--- src/rtl/breakout_pkg.sv ---
// -----------------------------------------------------------------------------
// breakout_pkg
// Shared constants for the button / switch front end and the game logic that
// consumes it.
//   - CH_* : bit index of each conditioned input within the channel vectors.
//   - DEF_*: default timing for a 40 MHz system clock.
//   - max_int(): compile-time helper used to size shared counters.
// -----------------------------------------------------------------------------
package breakout_pkg;

    localparam int NUM_CHANNELS    = 7;

    localparam int CH_LEFT         = 0;
    localparam int CH_RIGHT        = 1;
    localparam int CH_A            = 2;
    localparam int CH_B            = 3;
    localparam int CH_RESET        = 4;
    localparam int CH_PAUSE        = 5;
    localparam int CH_IGNORE_DEATH = 6;

    // 10 ms debounce, 300 ms first repeat, 100 ms repeat spacing at 40 MHz.
    localparam int DEF_SYNC_STAGES     = 2;
    localparam int DEF_DEBOUNCE_CYCLES = 400000;
    localparam int DEF_REPEAT_DELAY    = 12000000;
    localparam int DEF_REPEAT_PERIOD   = 4000000;

    // Only the direction buttons auto-repeat.
    localparam logic [NUM_CHANNELS-1:0] DEF_REPEAT_MASK =
        (NUM_CHANNELS'(1) << CH_LEFT) | (NUM_CHANNELS'(1) << CH_RIGHT);

    function automatic int max_int(input int a, input int b);
        return (a > b) ? a : b;
    endfunction

endpackage

--- src/rtl/input_conditioner_if.sv ---
// -----------------------------------------------------------------------------
// input_conditioner_if
// Bundles the raw pad inputs and the conditioned outputs of input_conditioner.
//   RAW_IN  : unsynchronised pad levels, 1 = pressed / on
//   LEVEL   : debounced level
//   PRESS   : one-cycle pulse on LEVEL 0->1
//   RELEASE : one-cycle pulse on LEVEL 1->0
//   REPEAT  : press pulse plus auto-repeat pulses (repeat-enabled channels)
// Modports:
//   master : the pad side / environment, drives RAW_IN
//   slave  : the conditioner, drives the conditioned outputs
// -----------------------------------------------------------------------------
interface input_conditioner_if
    import breakout_pkg::*;
#(
    parameter int CHANNELS = NUM_CHANNELS
);

    logic [CHANNELS-1:0] RAW_IN;
    logic [CHANNELS-1:0] LEVEL;
    logic [CHANNELS-1:0] PRESS;
    logic [CHANNELS-1:0] RELEASE;
    logic [CHANNELS-1:0] REPEAT;

    modport master (
        output RAW_IN,
        input  LEVEL,
        input  PRESS,
        input  RELEASE,
        input  REPEAT
    );

    modport slave (
        input  RAW_IN,
        output LEVEL,
        output PRESS,
        output RELEASE,
        output REPEAT
    );

endinterface

--- src/rtl/debounce_channel.sv ---
// -----------------------------------------------------------------------------
// debounce_channel
// One conditioned input: synchroniser chain, debounce counter, registered
// press/release pulses and an optional auto-repeat state machine.
//
// Ports:
//   CLK       : system clock
//   RESET     : asynchronous, active-high reset
//   raw_i     : unsynchronised pad level
//   level_o   : debounced level
//   press_o   : one-cycle pulse when level_o rises
//   release_o : one-cycle pulse when level_o falls
//   repeat_o  : press pulse plus auto-repeat pulses (0 when REPEAT_EN = 0)
//
// Auto-repeat states:
//   state      | meaning
//   -----------+-----------------------------------------------------------
//   ST_IDLE    | level low or repeat disabled, waiting for a press
//   ST_DELAY   | held, counting down to the first repeat pulse
//   ST_PERIOD  | held, counting down between later repeat pulses
// -----------------------------------------------------------------------------
module debounce_channel
    import breakout_pkg::*;
#(
    parameter int SYNC_STAGES     = DEF_SYNC_STAGES,
    parameter int DEBOUNCE_CYCLES = DEF_DEBOUNCE_CYCLES,
    parameter bit REPEAT_EN       = 1'b0,
    parameter int REPEAT_DELAY    = DEF_REPEAT_DELAY,
    parameter int REPEAT_PERIOD   = DEF_REPEAT_PERIOD
) (
    input  logic CLK,
    input  logic RESET,
    input  logic raw_i,
    output logic level_o,
    output logic press_o,
    output logic release_o,
    output logic repeat_o
);

    if (SYNC_STAGES < 2) begin : g_bad_sync
        $error("debounce_channel: SYNC_STAGES must be at least 2");
    end
    if (DEBOUNCE_CYCLES < 1) begin : g_bad_debounce
        $error("debounce_channel: DEBOUNCE_CYCLES must be at least 1");
    end
    if (REPEAT_DELAY < 1 || REPEAT_PERIOD < 1) begin : g_bad_repeat
        $error("debounce_channel: REPEAT_DELAY and REPEAT_PERIOD must be at least 1");
    end

    localparam int DB_W = $clog2(DEBOUNCE_CYCLES + 1);
    localparam logic [DB_W-1:0] DB_LAST = DB_W'(DEBOUNCE_CYCLES - 1);

    // ------------------------------------------------------------------
    // Synchroniser
    // ------------------------------------------------------------------
    logic [SYNC_STAGES-1:0] sync_q;
    logic                   s;

    always_ff @(posedge CLK or posedge RESET) begin
        if (RESET) begin
            sync_q <= '0;
        end else begin
            sync_q <= {sync_q[SYNC_STAGES-2:0], raw_i};
        end
    end

    assign s = sync_q[SYNC_STAGES-1];

    // ------------------------------------------------------------------
    // Debounce: the level only follows s after DEBOUNCE_CYCLES consecutive
    // cycles of disagreement; any agreement restarts the count.
    // ------------------------------------------------------------------
    logic [DB_W-1:0] db_cnt_q, db_cnt_d;
    logic            level_q, level_d;
    logic            press_q, release_q;
    logic            rise, fall;

    always_comb begin
        db_cnt_d = db_cnt_q;
        level_d  = level_q;
        if (s == level_q) begin
            db_cnt_d = '0;
        end else if (db_cnt_q == DB_LAST) begin
            level_d  = s;
            db_cnt_d = '0;
        end else begin
            db_cnt_d = db_cnt_q + 1'b1;
        end
    end

    // Edge events of this cycle; the pulses are registered alongside LEVEL.
    assign rise = level_d & ~level_q;
    assign fall = ~level_d & level_q;

    always_ff @(posedge CLK or posedge RESET) begin
        if (RESET) begin
            db_cnt_q  <= '0;
            level_q   <= 1'b0;
            press_q   <= 1'b0;
            release_q <= 1'b0;
        end else begin
            db_cnt_q  <= db_cnt_d;
            level_q   <= level_d;
            press_q   <= rise;
            release_q <= fall;
        end
    end

    assign level_o   = level_q;
    assign press_o   = press_q;
    assign release_o = release_q;

    // ------------------------------------------------------------------
    // Auto-repeat
    // ------------------------------------------------------------------
    if (REPEAT_EN) begin : g_rpt
        localparam logic [1:0] ST_IDLE   = 2'd0;
        localparam logic [1:0] ST_DELAY  = 2'd1;
        localparam logic [1:0] ST_PERIOD = 2'd2;

        localparam int RPT_W = $clog2(max_int(REPEAT_DELAY, REPEAT_PERIOD) + 1);
        localparam logic [RPT_W-1:0] LOAD_DELAY  = RPT_W'(REPEAT_DELAY - 1);
        localparam logic [RPT_W-1:0] LOAD_PERIOD = RPT_W'(REPEAT_PERIOD - 1);

        logic [1:0]       state_q, state_d;
        logic [RPT_W-1:0] rcnt_q, rcnt_d;
        logic             rep_q, rep_d;

        always_comb begin
            state_d = state_q;
            rcnt_d  = rcnt_q;
            rep_d   = 1'b0;
            // A fall pre-empts a repeat expiring in the same cycle.
            if (fall) begin
                state_d = ST_IDLE;
                rcnt_d  = '0;
            end else begin
                case (state_q)
                    ST_IDLE: begin
                        if (rise) begin
                            state_d = ST_DELAY;
                            rcnt_d  = LOAD_DELAY;
                            rep_d   = 1'b1;
                        end
                    end
                    ST_DELAY, ST_PERIOD: begin
                        if (rcnt_q == '0) begin
                            state_d = ST_PERIOD;
                            rcnt_d  = LOAD_PERIOD;
                            rep_d   = 1'b1;
                        end else begin
                            rcnt_d = rcnt_q - 1'b1;
                        end
                    end
                    default: begin
                        state_d = ST_IDLE;
                        rcnt_d  = '0;
                    end
                endcase
            end
        end

        always_ff @(posedge CLK or posedge RESET) begin
            if (RESET) begin
                state_q <= ST_IDLE;
                rcnt_q  <= '0;
                rep_q   <= 1'b0;
            end else begin
                state_q <= state_d;
                rcnt_q  <= rcnt_d;
                rep_q   <= rep_d;
            end
        end

        assign repeat_o = rep_q;
    end else begin : g_no_rpt
        assign repeat_o = 1'b0;
    end

endmodule

--- src/rtl/input_conditioner.sv ---
// -----------------------------------------------------------------------------
// input_conditioner
// Synchronises and debounces every player button and panel switch into the
// system clock domain and produces registered press / release / auto-repeat
// pulses for the game controller.
//
// Ports:
//   CLK   : 40 MHz system clock
//   RESET : asynchronous, active-high reset
//   bus   : input_conditioner_if.slave
//             RAW_IN  (in)  raw pad levels
//             LEVEL   (out) debounced levels
//             PRESS   (out) one-cycle rise pulses
//             RELEASE (out) one-cycle fall pulses
//             REPEAT  (out) press + auto-repeat pulses, 0 outside REPEAT_MASK
//
// Channel bit positions follow the CH_* indices in breakout_pkg.
// -----------------------------------------------------------------------------
module input_conditioner
    import breakout_pkg::*;
#(
    parameter int                  CHANNELS        = NUM_CHANNELS,
    parameter int                  SYNC_STAGES     = DEF_SYNC_STAGES,
    parameter int                  DEBOUNCE_CYCLES = DEF_DEBOUNCE_CYCLES,
    parameter logic [CHANNELS-1:0] REPEAT_MASK     = CHANNELS'(DEF_REPEAT_MASK),
    parameter int                  REPEAT_DELAY    = DEF_REPEAT_DELAY,
    parameter int                  REPEAT_PERIOD   = DEF_REPEAT_PERIOD
) (
    input  logic                CLK,
    input  logic                RESET,
    input_conditioner_if.slave  bus
);

    if (CHANNELS < 1) begin : g_bad_channels
        $error("input_conditioner: CHANNELS must be at least 1");
    end

    for (genvar i = 0; i < CHANNELS; i++) begin : g_ch
        debounce_channel #(
            .SYNC_STAGES     (SYNC_STAGES),
            .DEBOUNCE_CYCLES (DEBOUNCE_CYCLES),
            .REPEAT_EN       (REPEAT_MASK[i]),
            .REPEAT_DELAY    (REPEAT_DELAY),
            .REPEAT_PERIOD   (REPEAT_PERIOD)
        ) u_chan (
            .CLK       (CLK),
            .RESET     (RESET),
            .raw_i     (bus.RAW_IN[i]),
            .level_o   (bus.LEVEL[i]),
            .press_o   (bus.PRESS[i]),
            .release_o (bus.RELEASE[i]),
            .repeat_o  (bus.REPEAT[i])
        );
    end

endmodule

--- src/flat_wrapper.sv ---
// flat-port wrapper written by rule: the top's interface ports become plain ports
module input_conditioner_flat import breakout_pkg::*;
#(
    parameter int                  CHANNELS        = NUM_CHANNELS,
    parameter int                  SYNC_STAGES     = DEF_SYNC_STAGES,
    parameter int                  DEBOUNCE_CYCLES = DEF_DEBOUNCE_CYCLES,
    parameter logic [CHANNELS-1:0] REPEAT_MASK     = CHANNELS'(DEF_REPEAT_MASK),
    parameter int                  REPEAT_DELAY    = DEF_REPEAT_DELAY,
    parameter int                  REPEAT_PERIOD   = DEF_REPEAT_PERIOD
)
  (CLK, RESET, bus_RAW_IN, bus_LEVEL, bus_PRESS, bus_RELEASE, bus_REPEAT);
  input_conditioner_if #(.CHANNELS(CHANNELS)) bus_i ();
  input  logic CLK;
  input  logic RESET;
  input wire logic [$bits(bus_i.RAW_IN)-1:0] bus_RAW_IN;
  output wire logic [$bits(bus_i.LEVEL)-1:0] bus_LEVEL;
  output wire logic [$bits(bus_i.PRESS)-1:0] bus_PRESS;
  output wire logic [$bits(bus_i.RELEASE)-1:0] bus_RELEASE;
  output wire logic [$bits(bus_i.REPEAT)-1:0] bus_REPEAT;
  assign bus_i.RAW_IN = bus_RAW_IN;
  assign bus_LEVEL = bus_i.LEVEL;
  assign bus_PRESS = bus_i.PRESS;
  assign bus_RELEASE = bus_i.RELEASE;
  assign bus_REPEAT = bus_i.REPEAT;
  input_conditioner #(.CHANNELS(CHANNELS), .SYNC_STAGES(SYNC_STAGES), .DEBOUNCE_CYCLES(DEBOUNCE_CYCLES), .REPEAT_MASK(REPEAT_MASK), .REPEAT_DELAY(REPEAT_DELAY), .REPEAT_PERIOD(REPEAT_PERIOD)) u_core (.CLK(CLK), .RESET(RESET), .bus(bus_i));
endmodule
--- config.mk ---
export PLATFORM = sky130hd
export DESIGN_NAME = input_conditioner_flat
export DESIGN_NICKNAME = d
export VERILOG_FILES = /design/src/rtl/breakout_pkg.sv /design/src/rtl/input_conditioner_if.sv /design/src/rtl/debounce_channel.sv /design/src/rtl/input_conditioner.sv /design/src/flat_wrapper.sv
export SDC_FILE = /design/constraint.sdc
export NUM_CORES = 1
export LEC_CHECK = 0
export ABC_AREA = 1
export CORE_MARGIN = 2
export CORE_UTILIZATION = 56
export DETAILED_ROUTE_END_ITERATION = 6
export PLACE_DENSITY = 0.87
export SLEW_MARGIN = 20
export SYNTH_ARGS = -nofsm -noshare
export SYNTH_HDL_FRONTEND = slang
export SYNTH_SLANG_ARGS = --single-unit
export TNS_END_PERCENT = 100
--- constraint.sdc ---
create_clock -name CLK -period 7.2 [get_ports CLK]
set_input_delay 0.72 -clock CLK [delete_from_list [all_inputs] [get_ports CLK]]
set_output_delay 0.72 -clock CLK [all_outputs]
set_load 0.01 [all_outputs]
==> results.toml, run 1 <==
[logic_synthesis]
async_reset_ff_share_pct = 100.0
synth_edf_count = 0
syn_area_mm2 = 0.01241
synth_cells = 1652
avgSynthCellArea_um2 = 7.513
yosysTopAreaCell = "dfrtp_1"
synth_seq_area_share_pct = 44.76
synth_top_area_share_pct = 44.76
synth-seq-cells = 222
synth_area_leaders = "dfrtp_1 (45%), nand2_1 (10%), nor2_1 (9.5%), inv_1 (6.6%), nand3_1 (4.7%)"
yosysWarnings = 0
synthFlopType = "dfrtp_1"
synth.distinct_cells = 46

[clocking]
postCtsSetupRepairBufs = 0
clock_sink_count = 222
worst_setup_hold_path_clk_slew_ns = 0.06
numCtsBuffers = 24
clockBufferDepth = 3
cts_root_buf = "clkbuf_16"
cts_tree = "yes"
clk_latency_ns = 0.52
htree_num_levels = 1
postCtsHoldBufs = 0
ctsResizeCount = 0

[timing]
timing.final.crit_share_pct = 51.75
min_period_ns = 3.726
hold_viol = 0
tns_ns = 0
worstMarginPinSlew_ns = 0.7874
slew_headroom_pct = 47.31
setup_violations = 0
fmaxAchievable_mhz = 268.4
finalClockSkew_ns = 0.02135
finalMaxSlewViolations = 0
rsz0062_at_grt = "false"

[layout]
layout_common_cells = "nand2_1 (337), nor2_1 (313), dfrtp_1 (222), inv_1 (216), nand3_1 (117)"
drive_gt1_share_pct = 6.316
nets = 1704
fillers = 1817
n_antenna_cell = 0
layout_commonest_cell = "nand2_1"
area_growth_pct = 10.25
design_area_mm2 = 0.01368
multi_input_area_mm2 = 0.005758
finish.utilization_pct = 62.90
final_cells = 1974
seqCellArea_mm2 = 0.005555

[pwr]
fin_total_pwr_uw = 2595
vdd_drop_max_mv = 0.1548
powerDensity_mw_per_mm2 = 189.6
p_leak_uw = 0.006487

[setup_path]
path_cells = "ha_1 > nand3_1 > nor3_2 > nand3_1 > o21ai_0 > ha_1 > nand2_1 > nand2_1 > nor2_2 > nand3_1 > nand2_1 > inv_2 > nand3_1"
path_class = "flop to flop"
crit_top_cell = "nand3_1"
critPathLaunchType = "flop"
crit_path_max_incr_delay_ns = 0.50
slowest_stage = "nand2_1"
critPathRequiredTime_ns = 7.65
arrival_ns = 4.17
crit_fanout = 21
end_kind = "flop"

[detailed_routing]
drc = 0
wl_per_cell_um = 12.95
postRouteAntennaNets = 0
routed_wl_mm = 25.57
vias = 10590
drtIter0Drc = 812
routed_via_density = 5.364
dr.pass1.iters = 6

[outcome]
status = "completed"

[floorplan]
die_height_um = 152.9
die_area_mm2 = 0.02337
ios = 37
core_region_area_mm2 = 0.02176
row_count = 54
initial_utilization_pct = 57.05
die_x_um = 152.9

[global_route]
grt.total_usage_pct = 22.27
grt_pass1_wl_mm = 45.20
grt_overflow_total = 0
grt_antenna_before_repair = 0
grt_pass1_vias = 10300
grt_max_degree = 142

[placement]
placed_area_mm2 = 0.01284
gp_congestion = 0.9114
io_buffers = 31
dpl.cell_count = 1929
dp_hpwl_mm = 18.13

[flow_run]
drv_cap = 0

[min_path]
hold_path.class = "flop to flop"
==> critical path, delay by kind of cell (launching register included) <==
kind,cells,cell delay (ns)
compound gates,1,0.42
flops,1,0.36
simple gates,9,2.27
fa+ha+maj,2,0.50
buf+inv,1,0.10
==> sequential cells by signal, summed over array words and instances (netlist names) <==
name                              flops
u_core.g_ch.u_chan.db_cnt_q         133
u_core.g_ch.u_chan.g_rpt.state_q      4
u_core.g_ch.u_chan.level_o            7
u_core.g_ch.u_chan.press_o            7
u_core.g_ch.u_chan.repeat_o           2
u_core.g_ch.u_chan.release_o          7
u_core.g_ch.u_chan.sync_q            14
u_core.g_ch.u_chan.g_rpt.rcnt_q      48
==> synth_stat cells, types with 8 or more instances <==
cell type / instances
nand4_1: 45
dfrtp_1: 222
xnor2_1: 9
nor2_2: 22
nand2_1: 337
o21ai_0: 45
nand3_1: 117
ha_1: 19
nor2_1: 313
buf_4: 30
nor3_1: 91
xor2_1: 51
nand2_2: 8
nor3b_1: 9
a21oi_1: 35
o21bai_1: 9
inv_1: 217
inv_2: 8
==> worst paths after layout <==
| path | start | to | slack (ns) | cells after the start |
|---|---|---|---|---|
| worst max-delay path | u_core.g_ch[0].u_chan.db_cnt_q[0]$_DFF_PP0_ | u_core.g_ch[0].u_chan.g_rpt.rcnt_q[11]$_DFFE_PP0P_ | 3.47 | 13 |
| worst min-delay path | u_core.g_ch[5].u_chan.sync_q[0]$_DFF_PP0_ | u_core.g_ch[5].u_chan.sync_q[1]$_DFF_PP0_ | 0.35 | 0 |
| worst max register to register | u_core.g_ch[0].u_chan.db_cnt_q[0]$_DFF_PP0_ | u_core.g_ch[0].u_chan.g_rpt.rcnt_q[11]$_DFFE_PP0P_ | 3.47 | 13 |
| worst min register to register | u_core.g_ch[5].u_chan.sync_q[0]$_DFF_PP0_ | u_core.g_ch[5].u_chan.sync_q[1]$_DFF_PP0_ | 0.35 | 0 |
| max in group asynchronous | RESET | u_core.g_ch[6].u_chan.db_cnt_q[18]$_DFF_PP0_ | 5.64 | 3 |
| min in group asynchronous | RESET | u_core.g_ch[3].u_chan.db_cnt_q[9]$_DFF_PP0_ | 0.59 | 2 |
==> power by group <==
part | switching, uW | internal [uW] | total (uW)
Sequential | 11.8 | 1260 | 1270
Combinational | 53.0 | 18.8 | 71.8
Clock | 501 | 749 | 1250
Total | 566 | 2030 | 2590
==> per-stage QoR <==
stage          hold WS [ns]  worst slack (ns)
2_1_floorplan        0.3312            0.4022
5_1_grt              0.3609             3.126
4_1_cts              0.3521             3.545
6_report             0.3497             3.474
3_5_place_dp         0.3379             3.574
3_3_place_gp         0.3334             3.810
==> metal layers <==
metal  vias up  GRT usage, %  share of wire [%]
met5         -             0                  0
met4         0         7.451                2.1
met3        51         2.637                4.4
met2       265         38.54                 49
met1      4979         29.30                 45
li1       5294             -                  -
==> cell type report <==
| cell class | instances | area share (%) |
|---|---|---|
| clock buffer | 32 | 5.056 |
| clock inverter | 12 | 0.9052 |
| inverter | 226 | 6.254 |
| multi-input combinational | 1169 | 42.08 |
| sequential | 222 | 40.60 |
| tap | 280 | 2.560 |
| timing repair buffer | 33 | 2.551 |
==> cells by family (layout without fill, tap and decap cells) <==
logic type      Yosys count  count (layout)  synth area share [%]
buf+inv                 265             303                 8.972
xor+xnor                 60              60                 4.234
compound gates          106             106                 4.899
other cells               1               5               0.03021
fa+ha+maj                19              19                 1.915
flops                   222             222                 44.76
simple gates            979             979                 35.19
No activity file was read; power rests on OpenSTA's default activity.
==> run 2: changes to the inputs <==
==> constraint.sdc (replaced) <==
create_clock -name CLK -period 3.4 [get_ports CLK]
set_input_delay 0.34 -clock CLK [delete_from_list [all_inputs] [get_ports CLK]]
set_output_delay 0.34 -clock CLK [all_outputs]
set_load 0.01 [all_outputs]
==> run 2 against run 1 <==
  * Cell count up 0.41%
  * Setup slack got worse by 3.1 ns
  * First-iteration DRC count fell by 9.1%
  * Critical path depth is the same
  * Routed wire length grew 1.7%
  * Die area is the same
  * Register-to-register slack worse by 3.1 ns
  * Final area up 0.70%
  * Highest routed layer unchanged
  * Combinational power is 120% higher
  * Sequential cell count did not move
  * Critical endpoint is now u_core.g_ch[1].u_chan.g_rpt.rcnt_q[2]$_DFFE_PP0P_
  * Via count increased by 0.22%
==> results.toml, run 2 (synthesis gave the netlist of run 1 again) <==
[outcome]
status = "completed"

[pwr]
p_leak_uw = 0.006546
powerDensity_mw_per_mm2 = 402.1
fin_total_pwr_uw = 5541
vdd_drop_max_mv = 0.3046

[clocking]
cts_root_buf = "clkbuf_16"
clk_latency_ns = 0.54
cts_tree = "yes"
postCtsSetupRepairBufs = 0
clockBufferDepth = 3
worst_setup_hold_path_clk_slew_ns = 0.06
clock_sink_count = 222
htree_num_levels = 1
numCtsBuffers = 24

[timing]
tns_ns = 0
worstMarginPinSlew_ns = 0.7539
hold_viol = 0
timing.final.crit_share_pct = 87.71
rsz0062_at_grt = "false"
finalClockSkew_ns = 0.03208
finalMaxSlewViolations = 0
min_period_ns = 2.982
fmaxAchievable_mhz = 335.3
setup_violations = 0
fin_ws_ns = 0.4177
slew_headroom_pct = 49.56

[setup_path]
arrival_ns = 3.46
end_kind = "flop"
r2r_end = "u_core.g_ch[1].u_chan.g_rpt.rcnt_q[2]$_DFFE_PP0P_"
critPathRequiredTime_ns = 3.88
r2r_cells = 13
regToRegSetupSlack_ns = 0.42
r2r-start = "u_core.g_ch[1].u_chan.db_cnt_q[0]$_DFF_PP0_"
critPathLaunch = "u_core.g_ch[1].u_chan.db_cnt_q[0]$_DFF_PP0_"
path_class = "flop to flop"
crit_fanout = 10
critPathLaunchType = "flop"

[detailed_routing]
dr.pass1.iters = 6
drtIter0Drc = 738
drc = 0
routed_via_density = 5.354
postRouteAntennaNets = 0
routed_wl_mm = 26.01
vias = 10610
wl_per_cell_um = 13.12

[global_route]
grt.total_usage_pct = 22.63
grt_max_degree = 45
grt_pass1_vias = 10380
grt_pass1_wl_mm = 45.77
grt_antenna_before_repair = 0
grt_overflow_total = 0

[flow_run]
drv_cap = 0

[layout]
final_cells = 1982
finish.utilization_pct = 63.34
reg_top3 = "u_core.g_ch.u_chan.db_cnt_q: 133 flops, u_core.g_ch.u_chan.g_rpt.rcnt_q: 48 flops, u_core.g_ch.u_chan.sync_q: 14 flops"
drive_gt1_share_pct = 6.757
area_growth_pct = 11.03
n_antenna_cell = 0
nets = 1713
largest_reg_flops = 133
regMostFlops = "u_core.g_ch.u_chan.db_cnt_q"
layout_commonest_cell = "nand2_1"
layout_common_cells = "nand2_1 (337), nor2_1 (313), dfrtp_1 (222), inv_1 (216), nand3_1 (117)"

[placement]
dpl.cell_count = 1939
io_buffers = 31
dpl_worst_slack_ns = 0.4153
gp_congestion = 0.9019
dp_hpwl_mm = 19.00

[floorplan]
die_x_um = 152.9
row_count = 54
ios = 37
initial_utilization_pct = 57.05
core_region_area_mm2 = 0.02176
die_area_mm2 = 0.02337
die_height_um = 152.9

[min_path]
hold_path.class = "input pin to flop"
holdCritStartpoint = "bus_RAW_IN[0]"
hold_path_depth = 1
min_to = "u_core.g_ch[0].u_chan.sync_q[0]$_DFF_PP0_"
[run 2: where the power goes]
group          internal (uW)  total (uW)  switching, uW
sequential              2670        2700           25.1
combinational           47.2         160            113
clock                   1600        2680           1080
total                   4320        5540           1220
[run 2: repair_timing]
action | in CTS | in global routing
endpoints found under the setup margin | 0 | 1
hold buffers | 0 | 0
endpoints found under the hold margin | 0 | 0
gates resized for setup | 0 | 1
[run 2: per-layer routing]
metal  vias to the layer above  GRT usage (%)  share of wire [%]
met2                       299          39.12                 49
li1                       5318              -                  -
met5                         -              0                  0
met1                      4955          29.78                 44
met3                        40          3.090                5.3
met4                         0          7.055                1.9
[run 2: worst max path at each step]
| stage | endpoint | slack [ns] | cells past startpoint |
|---|---|---|---|
| after floorplan | u_core.g_ch[0].u_chan.db_cnt_q[0]$_DFF_PP0_ | 0.16 | 1 |
| after global placement | u_core.g_ch[1].u_chan.g_rpt.rcnt_q[6]$_DFFE_PP0P_ | 0.58 | 13 |
| after detailed placement | u_core.g_ch[1].u_chan.g_rpt.rcnt_q[2]$_DFFE_PP0P_ | 0.42 | 13 |
| after CTS | u_core.g_ch[1].u_chan.g_rpt.rcnt_q[2]$_DFFE_PP0P_ | 0.41 | 13 |
| after global routing | u_core.g_ch[0].u_chan.g_rpt.rcnt_q[7]$_DFFE_PP0P_ | 0.1 | 14 |
| final | u_core.g_ch[1].u_chan.g_rpt.rcnt_q[2]$_DFFE_PP0P_ | 0.42 | 13 |
[run 2: area by class of cell]
type	count	area, um^2
timing repair buffer	42	442.9
multi-input combinational	1169	5758
clock inverter	13	168.9
clock buffer	30	653.1
tap	280	350.3
fill	1848	7975
sequential	222	5555
inverter	226	852.1
[run 2: critical path, cell delays in order (launching register included)]
cell	delay (ns)
dfrtp_1	0.37
ha_1	0.21
nand3_2	0.14
inv_1	0.08
nand4_1	0.12
o21ai_0	0.34
ha_1	0.31
nand2_1	0.25
nand2_1	0.14
nor2_2	0.36
inv_1	0.24
o21ai_0	0.23
a21oi_1	0.09
nand2_1	0.06
[run 2: through the flow]
step / hold slack, ns / area, um^2
CTS: 0.2259 / 13780
detailed placement: 0.3355 / 12960
global route: 0.2252 / 13780
floorplan: 0.3312 / 12430
finish: 0.2455 / 13780
global placement: 0.3338 / 12960
==> run 3: changes to the inputs <==
--- a/config.mk
+++ b/config.mk
@@ -9,8 +9,9 @@
 export CORE_MARGIN = 2
 export CORE_UTILIZATION = 56
 export DETAILED_ROUTE_END_ITERATION = 6
+export HOLD_SLACK_MARGIN = 0.15
 export PLACE_DENSITY = 0.87
-export SLEW_MARGIN = 20
+export SLEW_MARGIN = 30
 export SYNTH_ARGS = -nofsm -noshare
 export SYNTH_HDL_FRONTEND = slang
 export SYNTH_SLANG_ARGS = --single-unit
==> results of run 3 <==
No change in the layout: final DEF, timing and power equal those of run 2.
